### src/rtl/uart_matrix_cfg_pkg.sv
// uart_matrix_cfg_pkg: framing bytes and FSM encodings for the matrix config sequencer
package uart_matrix_cfg_pkg;
  localparam logic [7:0] HDR = 8'hA5;
  localparam logic [7:0] ACK = 8'h06;
  localparam logic [7:0] NAK = 8'h15;
  localparam logic [2:0] S_INIT = 3'd0;
  localparam logic [2:0] S_IDLE = 3'd1;
  localparam logic [2:0] S_ROW  = 3'd2;
  localparam logic [2:0] S_MASK = 3'd3;
  localparam logic [2:0] S_CHK  = 3'd4;
endpackage

### src/rtl/uart_matrix_cfg.sv
// uart_matrix_cfg: loads a default routing map, then writes LUT rows from framed UART commands
module uart_matrix_cfg
  import uart_matrix_cfg_pkg::*;
#(
  parameter int m       = 8,
  parameter int n       = 8,
  parameter int TIMEOUT = 100000,
  parameter int SELF    = 0
) (
  input  logic         clk,
  input  logic         reset,
  input  logic [7:0]   rx_data,
  input  logic         rx_stb,
  output logic [m-1:0] lut_addr,
  output logic [n-1:0] lut_data,
  output logic         lut_cke,
  output logic [7:0]   ack_data,
  output logic         ack_stb,
  output logic         busy,
  output logic [7:0]   err_cnt
);
  localparam int NB = (n + 7) / 8;
  localparam int MW = NB * 8;
  localparam int RW = $clog2(m) + 1;
  localparam int TW = $clog2(TIMEOUT + 1);
  logic [2:0]    st_q, st_d;
  logic [RW-1:0] r_q, r_d;
  logic [7:0]    row_q, row_d, chk_q, chk_d, b_q, b_d, err_q, err_d, ack_data_q, ack_data_d;
  logic [MW-1:0] mask_q, mask_d;
  logic [TW-1:0] tmo_q, tmo_d;
  logic [m-1:0]  addr_q, addr_d;
  logic [n-1:0]  data_q, data_d;
  logic          cke_q, cke_d, ack_q, ack_d, busy_q, in_frame, expire, bump;
  // Next state: INIT sweep, frame parsing, response and inter-byte timeout
  always_comb begin
    in_frame   = st_q == S_ROW || st_q == S_MASK || st_q == S_CHK;
    expire     = in_frame && !rx_stb && tmo_q == TW'(TIMEOUT);
    st_d       = st_q;
    r_d        = r_q;
    row_d      = row_q;
    chk_d      = chk_q;
    b_d        = b_q;
    mask_d     = mask_q;
    addr_d     = addr_q;
    data_d     = data_q;
    cke_d      = 1'b0;
    ack_d      = 1'b0;
    ack_data_d = ack_data_q;
    bump       = 1'b0;
    tmo_d      = (rx_stb || !in_frame || expire) ? '0 : tmo_q + 1'b1;
    case (st_q)
      S_INIT: begin
        cke_d  = 1'b1;
        addr_d = m'(r_q);
        data_d = SELF != 0 ? '1 : ~(n'(1) << r_q);
        r_d    = r_q + 1'b1;
        st_d   = r_q == RW'(m - 1) ? S_IDLE : S_INIT;
      end
      S_IDLE: st_d = (rx_stb && rx_data == HDR) ? S_ROW : S_IDLE;
      S_ROW: if (rx_stb) begin
        row_d = rx_data;
        chk_d = rx_data;
        b_d   = '0;
        st_d  = S_MASK;
      end
      S_MASK: if (rx_stb) begin
        mask_d = (mask_q >> 8) | (MW'(rx_data) << (MW - 8));
        chk_d  = chk_q ^ rx_data;
        b_d    = b_q + 1'b1;
        st_d   = b_q == 8'(NB - 1) ? S_CHK : S_MASK;
      end
      S_CHK: if (rx_stb) begin
        ack_d = 1'b1;
        st_d  = S_IDLE;
        if (rx_data == chk_q && row_q < 8'(m)) begin
          cke_d      = 1'b1;
          addr_d     = m'(row_q);
          data_d     = mask_q[n-1:0];
          ack_data_d = ACK;
        end else begin
          ack_data_d = NAK;
          bump       = 1'b1;
        end
      end
      default: st_d = S_IDLE;
    endcase
    if (expire) begin
      st_d = S_IDLE;
      bump = 1'b1;
    end
    err_d = err_q + 8'(bump && err_q != 8'hFF);
  end
  // State and registered outputs; reset restarts the default-map sweep
  always_ff @(posedge clk or posedge reset)
    if (reset) begin
      st_q       <= S_INIT;
      r_q        <= '0;
      row_q      <= '0;
      chk_q      <= '0;
      b_q        <= '0;
      mask_q     <= '0;
      tmo_q      <= '0;
      addr_q     <= '0;
      data_q     <= '0;
      cke_q      <= 1'b0;
      ack_q      <= 1'b0;
      ack_data_q <= '0;
      err_q      <= '0;
      busy_q     <= 1'b1;
    end else begin
      st_q       <= st_d;
      r_q        <= r_d;
      row_q      <= row_d;
      chk_q      <= chk_d;
      b_q        <= b_d;
      mask_q     <= mask_d;
      tmo_q      <= tmo_d;
      addr_q     <= addr_d;
      data_q     <= data_d;
      cke_q      <= cke_d;
      ack_q      <= ack_d;
      ack_data_q <= ack_data_d;
      err_q      <= err_d;
      busy_q     <= st_q == S_INIT;
    end
  assign lut_addr = addr_q;
  assign lut_data = data_q;
  assign lut_cke  = cke_q;
  assign ack_data = ack_data_q;
  assign ack_stb  = ack_q;
  assign busy     = busy_q;
  assign err_cnt  = err_q;
endmodule

### config.mk
export PLATFORM = sky130hd
export DESIGN_NAME = uart_matrix_cfg
export DESIGN_NICKNAME = d
export VERILOG_FILES = /design/src/rtl/uart_matrix_cfg_pkg.sv /design/src/rtl/uart_matrix_cfg.sv
export SDC_FILE = /design/constraint.sdc
export NUM_CORES = 1
export LEC_CHECK = 0
export BUFFER_PORTS_ARGS = -buffer_cell sky130_fd_sc_hd__clkbuf_2
export CORE_UTILIZATION = 31
export DETAILED_ROUTE_END_ITERATION = 12
export PLACE_DENSITY = 0.45
export REMOVE_ABC_BUFFERS = 1
export SLEW_MARGIN = 20
export SYNTH_ARGS = -nofsm -noshare
export SYNTH_HDL_FRONTEND = slang
export SYNTH_SLANG_ARGS = --single-unit
### constraint.sdc
create_clock -name clk -period 3.2 [get_ports clk]
set_clock_uncertainty 0.15 [all_clocks]
set_input_delay 0.48 -clock clk [delete_from_list [all_inputs] [get_ports clk]]
set_output_delay 0.48 -clock clk [all_outputs]
set_load 0.01 [all_outputs]
==> impl_metrics.toml, run 1 <==
[run_status]
run_status = "complete, no violations"

[synth]
synth_most_common_cell = "dfrtp_1"
synth-edff-count = 0
synth_flop_cell = "dfrtp_1"
syn_inst = 395
synth_top_cells_by_count = "85 x dfrtp_1, 41 x nor2_1, 29 x nand2_1"
synth_area_per_cell_um2 = 10.5
synth_top_area_share_pct = 51.5
ys_async_sr_fraction_pct = 100
ys_seq_area_share_pct = 52.2
synth_area_um2 = 4130
yosysUniqueCellTypes = 46
synth_seq_cells = 86
yosysTopAreaCell = "dfrtp_1"
yosys_warnings = 0
synth.area.top_cells = "dfrtp_1 52%, mux2_2 6.5%, nor2_1 3.7%"

[timing]
min_period_ns = 2.58
rsz0062_at_grt = "false"
finalSetupViolations = 0
period_share_pct = 80.5
drv_slew = 0
tns_ns = 0
slew_headroom_pct = 42.0
tightest_slew_ns = 0.864
holdWs_ns = 0.0570
fmax_ghz = 0.388
final_hold_viol_count = 0

[power]
p_sw_uw = 1120
peakVddDrop_mv = 0.229
combPwrFrac_pct = 25.4
pwr-share-clk_pct = 31.6
power_frac_seq_pct = 43.0
total_power_uw = 3640
leakage_uw = 0.00217
p_int_uw = 2520
swShare_pct = 30.8
powerDensity_nw_per_um2 = 751

[finish]
insertedDiodeCount = 0
instances_no_fill = 616
syn_to_final_growth_pct = 17.5
nNetsFinal = 462
fillCellCount = 1285
drive_gt1_share_pct = 22.1

[floorplanning]
fp.dieW_um = 117
ios = 46
fp.dieH_um = 117
coreArea_um2 = 12800
fp-row-count = 41
dieArea_um2 = 13800
start_util_pct = 32.2

[worst_hold_path]
hold_path_class = "in -> async"

[placed_design]
place.detailed.hpwl_um = 6050
gp_congestion = 0.747
dp.cells = 600
port_buffers = 41

[cts]
cts.sinks = 86
cts_buffer_depth = 2
worstSkewPairLatency_ns = 0.34
clkTransAtPathRegs_ns = 0.06
htree_levels = 3
postCtsSetupRepairBufs = 0
post_cts_resized = 0
cts-hold-fix-buffers = 0
cts_root_buffer = "clkbuf_16"
numCtsBuffers = 9
cts_tree = "built"

[detailed_routing]
antenna_left = 0
wl_um = 8700
via_count = 2903
first_pass_iters = 4
wl_per_cell_um = 14.1
drtIter0Drc = 199
viasPerCell = 4.71
drc = 0

[critical_path]
arrival_ns = 2.65
r2r_start = "tmo_q[2]"
crit_required_ns = 3.28
r2r_slack_ns = 0.62
critPathMaxStageDelay_ns = 0.53
start_kind = "register"
slowest_stage = "or4_1"
path_max_fanout = 7
worstSetupStartpoint = "tmo_q[2]"
endpoint_kind = "register"
crit_type = "reg -> reg"
path_cells = "or4_1 > nor4_1 > nand3_1 > o21ai_0 > ha_1 > ha_1 > nand3_1 > xnor2_1"

[global_route]
grt_pass1_wl_um = 14800
grt_antenna_before_repair = 0
gr-usage-all-layers_pct = 13.7
grt_pass1_vias = 2815
overflow = 0
grt_start_max_net_pins = 87

[run]
drv_cap = 0
## area by class of cell
| cell class | count | area, µm² | area share (%) |
|---|---|---|---|
| clock buffers | 12 | 256 | 5.29 |
| clock inverters | 4 | 70.1 | 1.44 |
| inverters | 22 | 83.8 | 1.73 |
| multi-input cells | 272 | 1800 | 37.2 |
| flip-flops and latches | 86 | 2150 | 44.4 |
| well taps | 172 | 215 | 4.44 |
| repair buffers | 48 | 270 | 5.57 |
## path summary, 6_finish.rpt
check / to / cells past startpoint
worst max-delay path: err_cnt[4] / 8
worst min-delay path: err_cnt[5] / 3
worst max register to register: err_cnt[4] / 8
worst min register to register: ack_data[2] / 1
max in group asynchronous: busy / 3
min in group clk: ack_data[2] / 1
## placed cells by master, fill, tap and decap left out, types with 7 or more instances in the layout
cell / count
dfrtp_1: 85
inv_1: 20
o21ai_0: 24
clkbuf_2: 41
xnor2_1: 17
clkbuf_16: 9
nand4_1: 11
nand2_1: 29
a21oi_1: 17
nor2_1: 41
xor2_1: 14
nand3_1: 23
mux2_2: 24
and3_1: 7
ha_1: 12
## state kept, by name, indices dropped and copies added (netlist names), 4 cells and up
register	count
b_q	8
mask_q	8
err_cnt	8
row_q	8
lut_data	8
r_q	4
lut_addr	8
tmo_q	17
chk_q	8
## power groups by stage
stage	logic, µW	registers, µW	clock network (µW)
floorplan	592	1590	0
global placement	928	1580	0
detailed placement	944	1590	0
CTS	947	1570	1180
global route	1040	1610	1220
finish	925	1570	1150
## layer usage
metal  vias to the layer above  share of wire [%]  wire length, µm  track usage, %
met3                         9                2.1              187            2.33
met5                         -                  0                0               0
li1                       1447                  -                -               -
met4                         0                1.6              141            6.33
met1                      1406                 51             4460            19.8
met2                        41                 45             3910            19.9
## kinds of logic (layout without fill, tap and decap cells)
family,count (synthesis),after routing,synth area share (%)
compound gates,60,60,8.82
xor+xnor,31,31,6.58
fa+ha+maj,12,12,3.64
buf+inv,40,86,4.45
flops,86,86,52.2
mux,29,29,8.00
other cells,1,4,0.0908
simple gates,136,136,16.3
## metrics by stage
stage / cell area, µm² / utilization [%] / setup WS (ns)
3_5_place_dp: 4530 / 35.3 / 0.511
2_1_floorplan: 4040 / - / 0.350
6_report: 4850 / 37.8 / 0.625
5_1_grt: 4850 / 37.8 / 0.430
3_3_place_gp: 4530 / 35.3 / 0.554
4_1_cts: 4850 / 37.8 / 0.628
## worst max-delay path, delay by kind of cell (launching register included)
| family | cells | cell delay, ns |
|---|---|---|
| compound gates | 1 | 0.09 |
| flops | 1 | 0.45 |
| fa+ha+maj | 2 | 0.48 |
| xor+xnor | 1 | 0.13 |
| simple gates | 4 | 1.16 |
No activity file was read; power rests on OpenSTA's default activity.
==> inputs of run 2 (changes only) <==
ABC_AREA = 1   (was default)
PLACE_DENSITY = 0.46   (was 0.45)
clock period = 2.2 ns   (was 3.2 ns; I/O delays follow)
==> run 2 against run 1 <==
Non-clock buffer count up 18. Critical path depth is 3 higher. Power up 53%. Register-to-register slack worse by 0.53 ns. Count of clock-buffer cells in the layout decreased by 1. Synthesized cell count grew 26%. Critical path type unchanged. Highest routed layer unchanged.
==> impl_metrics.toml, run 2 <==
[run_status]
run_status = "complete, no violations"

[floorplanning]
coreArea_um2 = 13300
fp.dieH_um = 120
fp-row-count = 42
ios = 46
fp.dieW_um = 120
start_util_pct = 32.1
dieArea_um2 = 14300

[critical_path]
critical_path.top_delay_family = "simple AND/OR/NAND/NOR gates"
crit_required_ns = 2.28
critPathMaxStageDelay_ns = 0.40
crit_path_frequent_cell = "nand3_2"
crit_type = "reg -> reg"
arrival_ns = 2.19
crit_buf_inv = 1
slowest_stage = "dfrtp_1"
endpoint_kind = "register"
start_kind = "register"
path_cells = "inv_1 > ha_1 > nand4_1 > nor2_2 > nand3_2 > a21oi_2 > ha_2 > nand3_2 > nor3_2 > nand3_1 > xnor2_1"
path_max_fanout = 3

[detailed_routing]
drc = 0
drtIter0Drc = 143
first_pass_iters = 4
via_count = 3366
antenna_left = 0
viasPerCell = 4.51
wl_per_cell_um = 12.6
wl_um = 9410

[finish]
layout_common_cells = "116 x nand2_1, 85 x dfrtp_1, 66 x inv_1, 44 x nor2_1, 41 x clkbuf_2"
drive_gt1_share_pct = 20.5
insertedDiodeCount = 0
syn_to_final_growth_pct = 20.6
fillCellCount = 1365
top_register = "tmo_q"
largest_reg_flops = 17
mostFrequentLayoutCell = "nand2_1"
nNetsFinal = 588
finalInstanceArea_um2 = 5160

[global_route]
overflow = 0
grt_pass1_wl_um = 16000
grt_pass1_vias = 3294
gr-usage-all-layers_pct = 14.3
grt_start_max_net_pins = 87
grt_antenna_before_repair = 0

[synth]
yosys_warnings = 0
synth_seq_cells = 86
ys_seq_area_share_pct = 50.3
synth-edff-count = 0
yosysUniqueCellTypes = 37
synth_top_area_share_pct = 49.7
syn_inst = 499
synth.area.top_cells = "dfrtp_1 50%, nand2_1 10%, inv_1 5.9%"
ys_async_sr_fraction_pct = 100
synth_flop_cell = "dfrtp_1"
yosysTopAreaCell = "dfrtp_1"
synth_most_common_cell = "nand2_1"
synth_top_cells_by_count = "116 x nand2_1, 85 x dfrtp_1, 67 x inv_1"
synth_area_um2 = 4280
synth_area_per_cell_um2 = 8.58

[placed_design]
place.detailed.hpwl_um = 6650
dpl_cell_area_um2 = 4770
gp_congestion = 0.837
port_buffers = 41

[cts]
cts_root_buffer = "clkbuf_16"
htree_levels = 3
cts_buffer_depth = 2
cts_tree = "built"
worstSkewPairLatency_ns = 0.35
numCtsBuffers = 9
cts.sinks = 86
clkTransAtPathRegs_ns = 0.06

[power]
leakage_uw = 0.00250
peakVddDrop_mv = 0.454
powerDensity_nw_per_um2 = 1080

[timing]
fmax_ghz = 0.475
finalSetupViolations = 0
min_period_ns = 2.11
tns_ns = 0
holdWs_ns = 0.114
final_hold_viol_count = 0
period_share_pct = 95.8
rsz0062_at_grt = "true"
drv_slew = 0

[worst_hold_path]
hold_path_class = "in -> reg"

[run]
drv_cap = 0
[run 2: cell count changes after synthesis, sizes merged, moves of 10 or more]
cell,previous run,this run
nor3,4,19
nand2,29,122
xnor2,17,3
nor2,41,51
mux2,26,0
inv,21,73
[run 2: cells by family after synthesis]
group,synth area share [%]
simple gates,24.4
other cells,0.0876
compound gates,7.63
fa+ha+maj,3.51
xor+xnor,4.71
flops,50.3
buf+inv,9.41
[run 2: power breakdown]
part / switching, µW / internal (µW) / total [µW]
clock: 626 / 941 / 1570
combinational: 1010 / 634 / 1640
sequential: 298 / 2060 / 2360
total: 1930 / 3630 / 5570
[run 2: final cells by class]
cell class,count,area (µm²),share of cell area [%]
clock buffer,11,253,4.89
timing repair buffer,66,408,7.90
multi-input combinational,329,1800,34.8
tap,176,220,4.26
inverter,73,275,5.33
sequential,86,2150,41.7
clock inverter,5,56.3,1.09
[run 2: stage by stage]
stage	power, µW	setup slack [ns]	util [%]	cells
after CTS	5660	0.0230	38.1	744
final	5570	0.0929	38.7	746
after global routing	6020	-0.108	38.7	746
after detailed placement	4040	0.00345	35.7	727
after global placement	4010	0.0534	35.7	727
after floorplan	3470	-0.500	-	488
[run 2: worst paths after layout]
kind / slack [ns] / to / from / cells after the start
setup / recovery: 0.09 / err_cnt[7] / tmo_q[1] / 11
hold / removal: 0.11 / chk_q[0] / rx_data[0] / 3
setup reg to reg: 0.09 / err_cnt[7] / tmo_q[1] / 11
hold reg to reg: 0.32 / ack_data[2] / ack_data[2] / 1
max in group asynchronous: 1.04 / busy / reset / 4
min in group asynchronous: 0.46 / ack_data[1] / reset / 4
[run 2: worst min-delay path: stages]
cell      delay [ns]
clkbuf_2        0.10
nand2_1         0.07
xor2_1          0.07
[run 2: per-layer routing]
| metal | vias up | share of wire [%] | global-route usage, % |
|---|---|---|---|
| li1 | 1714 | - | - |
| met1 | 1554 | 48 | 18.3 |
| met2 | 79 | 45 | 22.5 |
| met3 | 19 | 5.3 | 4.90 |
| met4 | 0 | 2.1 | 5.00 |
| met5 | - | 0 | 0 |
[run 2: what timing repair did]
item | in CTS | in global routing
hold buffers | 1 | 0
setup buffers | 0 | 2
endpoints found under the setup margin | 0 | 4
gates resized for setup | 0 | 13
endpoints found under the hold margin | 85 | 0
==> inputs of run 3 (changes only) <==
CORE_MARGIN = 3   (was default)
CORE_UTILIZATION = 40   (was 31)
PLACE_DENSITY = 0.57   (was 0.46)
==> run 3 against run 2 <==
Register-to-register slack barely moved. Utilization grew 8.7 points. Cell count decreased by 5.9%. Non-clock buffer count is 4 lower. Worst hold slack gained 0.0052 ns. Combinational power hardly changed. Sequential power is essentially flat.
==> impl_metrics.toml, run 3 (synthesis gave the netlist of run 2 again) <==
[cts]
cts_tree = "built"
clkTransAtPathRegs_ns = 0.09
cts.sinks = 86
worstSkewPairLatency_ns = 0.35
cts_root_buffer = "clkbuf_8"
cts_buffer_depth = 2
htree_levels = 3
numCtsBuffers = 9

[floorplanning]
fp-row-count = 37
fp.dieW_um = 109
fp.dieH_um = 109
ios = 46
coreArea_um2 = 10400
dieArea_um2 = 12000
start_util_pct = 41.3

[timing]
period_share_pct = 96.2
final_hold_viol_count = 0
setup_ws_ns = 0.0837
finalSetupViolations = 0
drv_slew = 0
fmax_ghz = 0.473
rsz0062_at_grt = "true"
min_period_ns = 2.12

[critical_path]
r2r_start = "tmo_q[0]"
r2r_slack_ns = 0.08
endpoint_kind = "register"
path_cells = "inv_1 > ha_1 > nand4_1 > nor2_2 > nand3_2 > a21oi_2 > ha_1 > ha_2 > nand3_1 > nor3_2 > xor2_1"
crit_required_ns = 2.33
arrival_ns = 2.24
path_max_fanout = 3
reg2reg_to = "err_cnt[6]"
crit_type = "reg -> reg"
r2r.worst_path.cells = 11
slowest_stage = "dfrtp_1"
start_kind = "register"
critPathMaxStageDelay_ns = 0.40
crit_path_frequent_cell = "ha_1"

[power]
powerDensity_nw_per_um2 = 1020
leakage_uw = 0.00242
peakVddDrop_mv = 0.562
total_power_uw = 4990

[finish]
largest_reg_flops = 17
top_register = "tmo_q"
layout_common_cells = "116 x nand2_1, 85 x dfrtp_1, 65 x inv_1, 43 x nor2_1, 41 x clkbuf_2"
nNetsFinal = 584
syn_to_final_growth_pct = 14.8
drive_gt1_share_pct = 19.8
insertedDiodeCount = 0
mostFrequentLayoutCell = "nand2_1"

[global_route]
gr-usage-all-layers_pct = 15.6
grt_start_max_net_pins = 42
grt_pass1_vias = 3167
overflow = 0
grt_pass1_wl_um = 14800
grt_antenna_before_repair = 0

[detailed_routing]
wl_um = 8890
drtIter0Drc = 181
drc = 0
via_count = 3339
viasPerCell = 4.76
wl_per_cell_um = 12.7
antenna_left = 0
first_pass_iters = 4

[placed_design]
pre_cts_ws_ns = 0.00612
port_buffers = 41
gp_congestion = 0.877
place.detailed.hpwl_um = 6570

[run]
drv_cap = 0

[run_status]
run_status = "complete, no violations"

[worst_hold_path]
hold_depth = 3
hold_path_end = "chk_q[0]"
hp-start = "rx_data[0]"
hold_path_class = "in -> reg"
[run 3: worst max path at each step]
stage / from / endpoint / depth (start not counted)
floorplan: reset / ack_data[0] / 1
global placement: rx_data[1] / err_cnt[7] / 15
detailed placement: rx_data[1] / err_cnt[6] / 15
CTS: tmo_q[0] / err_cnt[6] / 11
global route: st_q[0] / err_cnt[6] / 10
finish: tmo_q[0] / err_cnt[6] / 11
[run 3: metal layers]
metal / share of wire, % / global-route usage (%) / routed length (µm) / vias up
met5: 0 / 0 / 0 / -
met4: 1.4 / 5.61 / 127 / 0
met3: 3.6 / 3.29 / 319 / 13
met2: 47 / 25.0 / 4180 / 55
met1: 48 / 21.0 / 4260 / 1563
li1: - / - / - / 1708
[run 3: layout make-up]
cell class / instances / area (µm²)
clock buffers: 9 / 124
clock inverters: 7 / 50.0
fillers: 1037 / 5450
inverters: 73 / 275
multi-input cells: 329 / 1770
flip-flops and latches: 86 / 2150
well taps: 136 / 170
repair buffers: 62 / 378
[run 3: per-stage QoR]
step / instances / TNS (ns) / hold slack [ns] / cell area, µm² / util, %
2_1_floorplan: 488 / -42.52 / 0.303 / 4160 / -
3_3_place_gp: 682 / 0 / 0.173 / 4680 / 45.1
3_5_place_dp: 682 / 0 / 0.176 / 4680 / 45.1
4_1_cts: 699 / 0 / 0.0983 / 4860 / 46.9
5_1_grt: 702 / -0.111 / 0.119 / 4920 / 47.4
6_report: 702 / 0 / 0.119 / 4920 / 47.4
[run 3: timing repair]
item,4_1_cts,5_1_grt
gates resized for setup,0,9
hold buffers,1,0
endpoints found under the hold margin,22,0
setup endpoints to repair,0,4
buffers inserted,0,3
[run 3: where the power goes]
| part | switching (µW) | internal, µW |
|---|---|---|
| Combinational | 1010 | 635 |
| Sequential | 297 | 2060 |
| Clock | 585 | 412 |
[run 3: critical path, delay by kind of cell (launching register included)]
family	cells	cell delay (ns)
flops	1	0.40
buf+inv	1	0.06
xor+xnor	1	0.16
fa+ha+maj	3	0.52
simple gates	5	0.62
compound gates	1	0.15
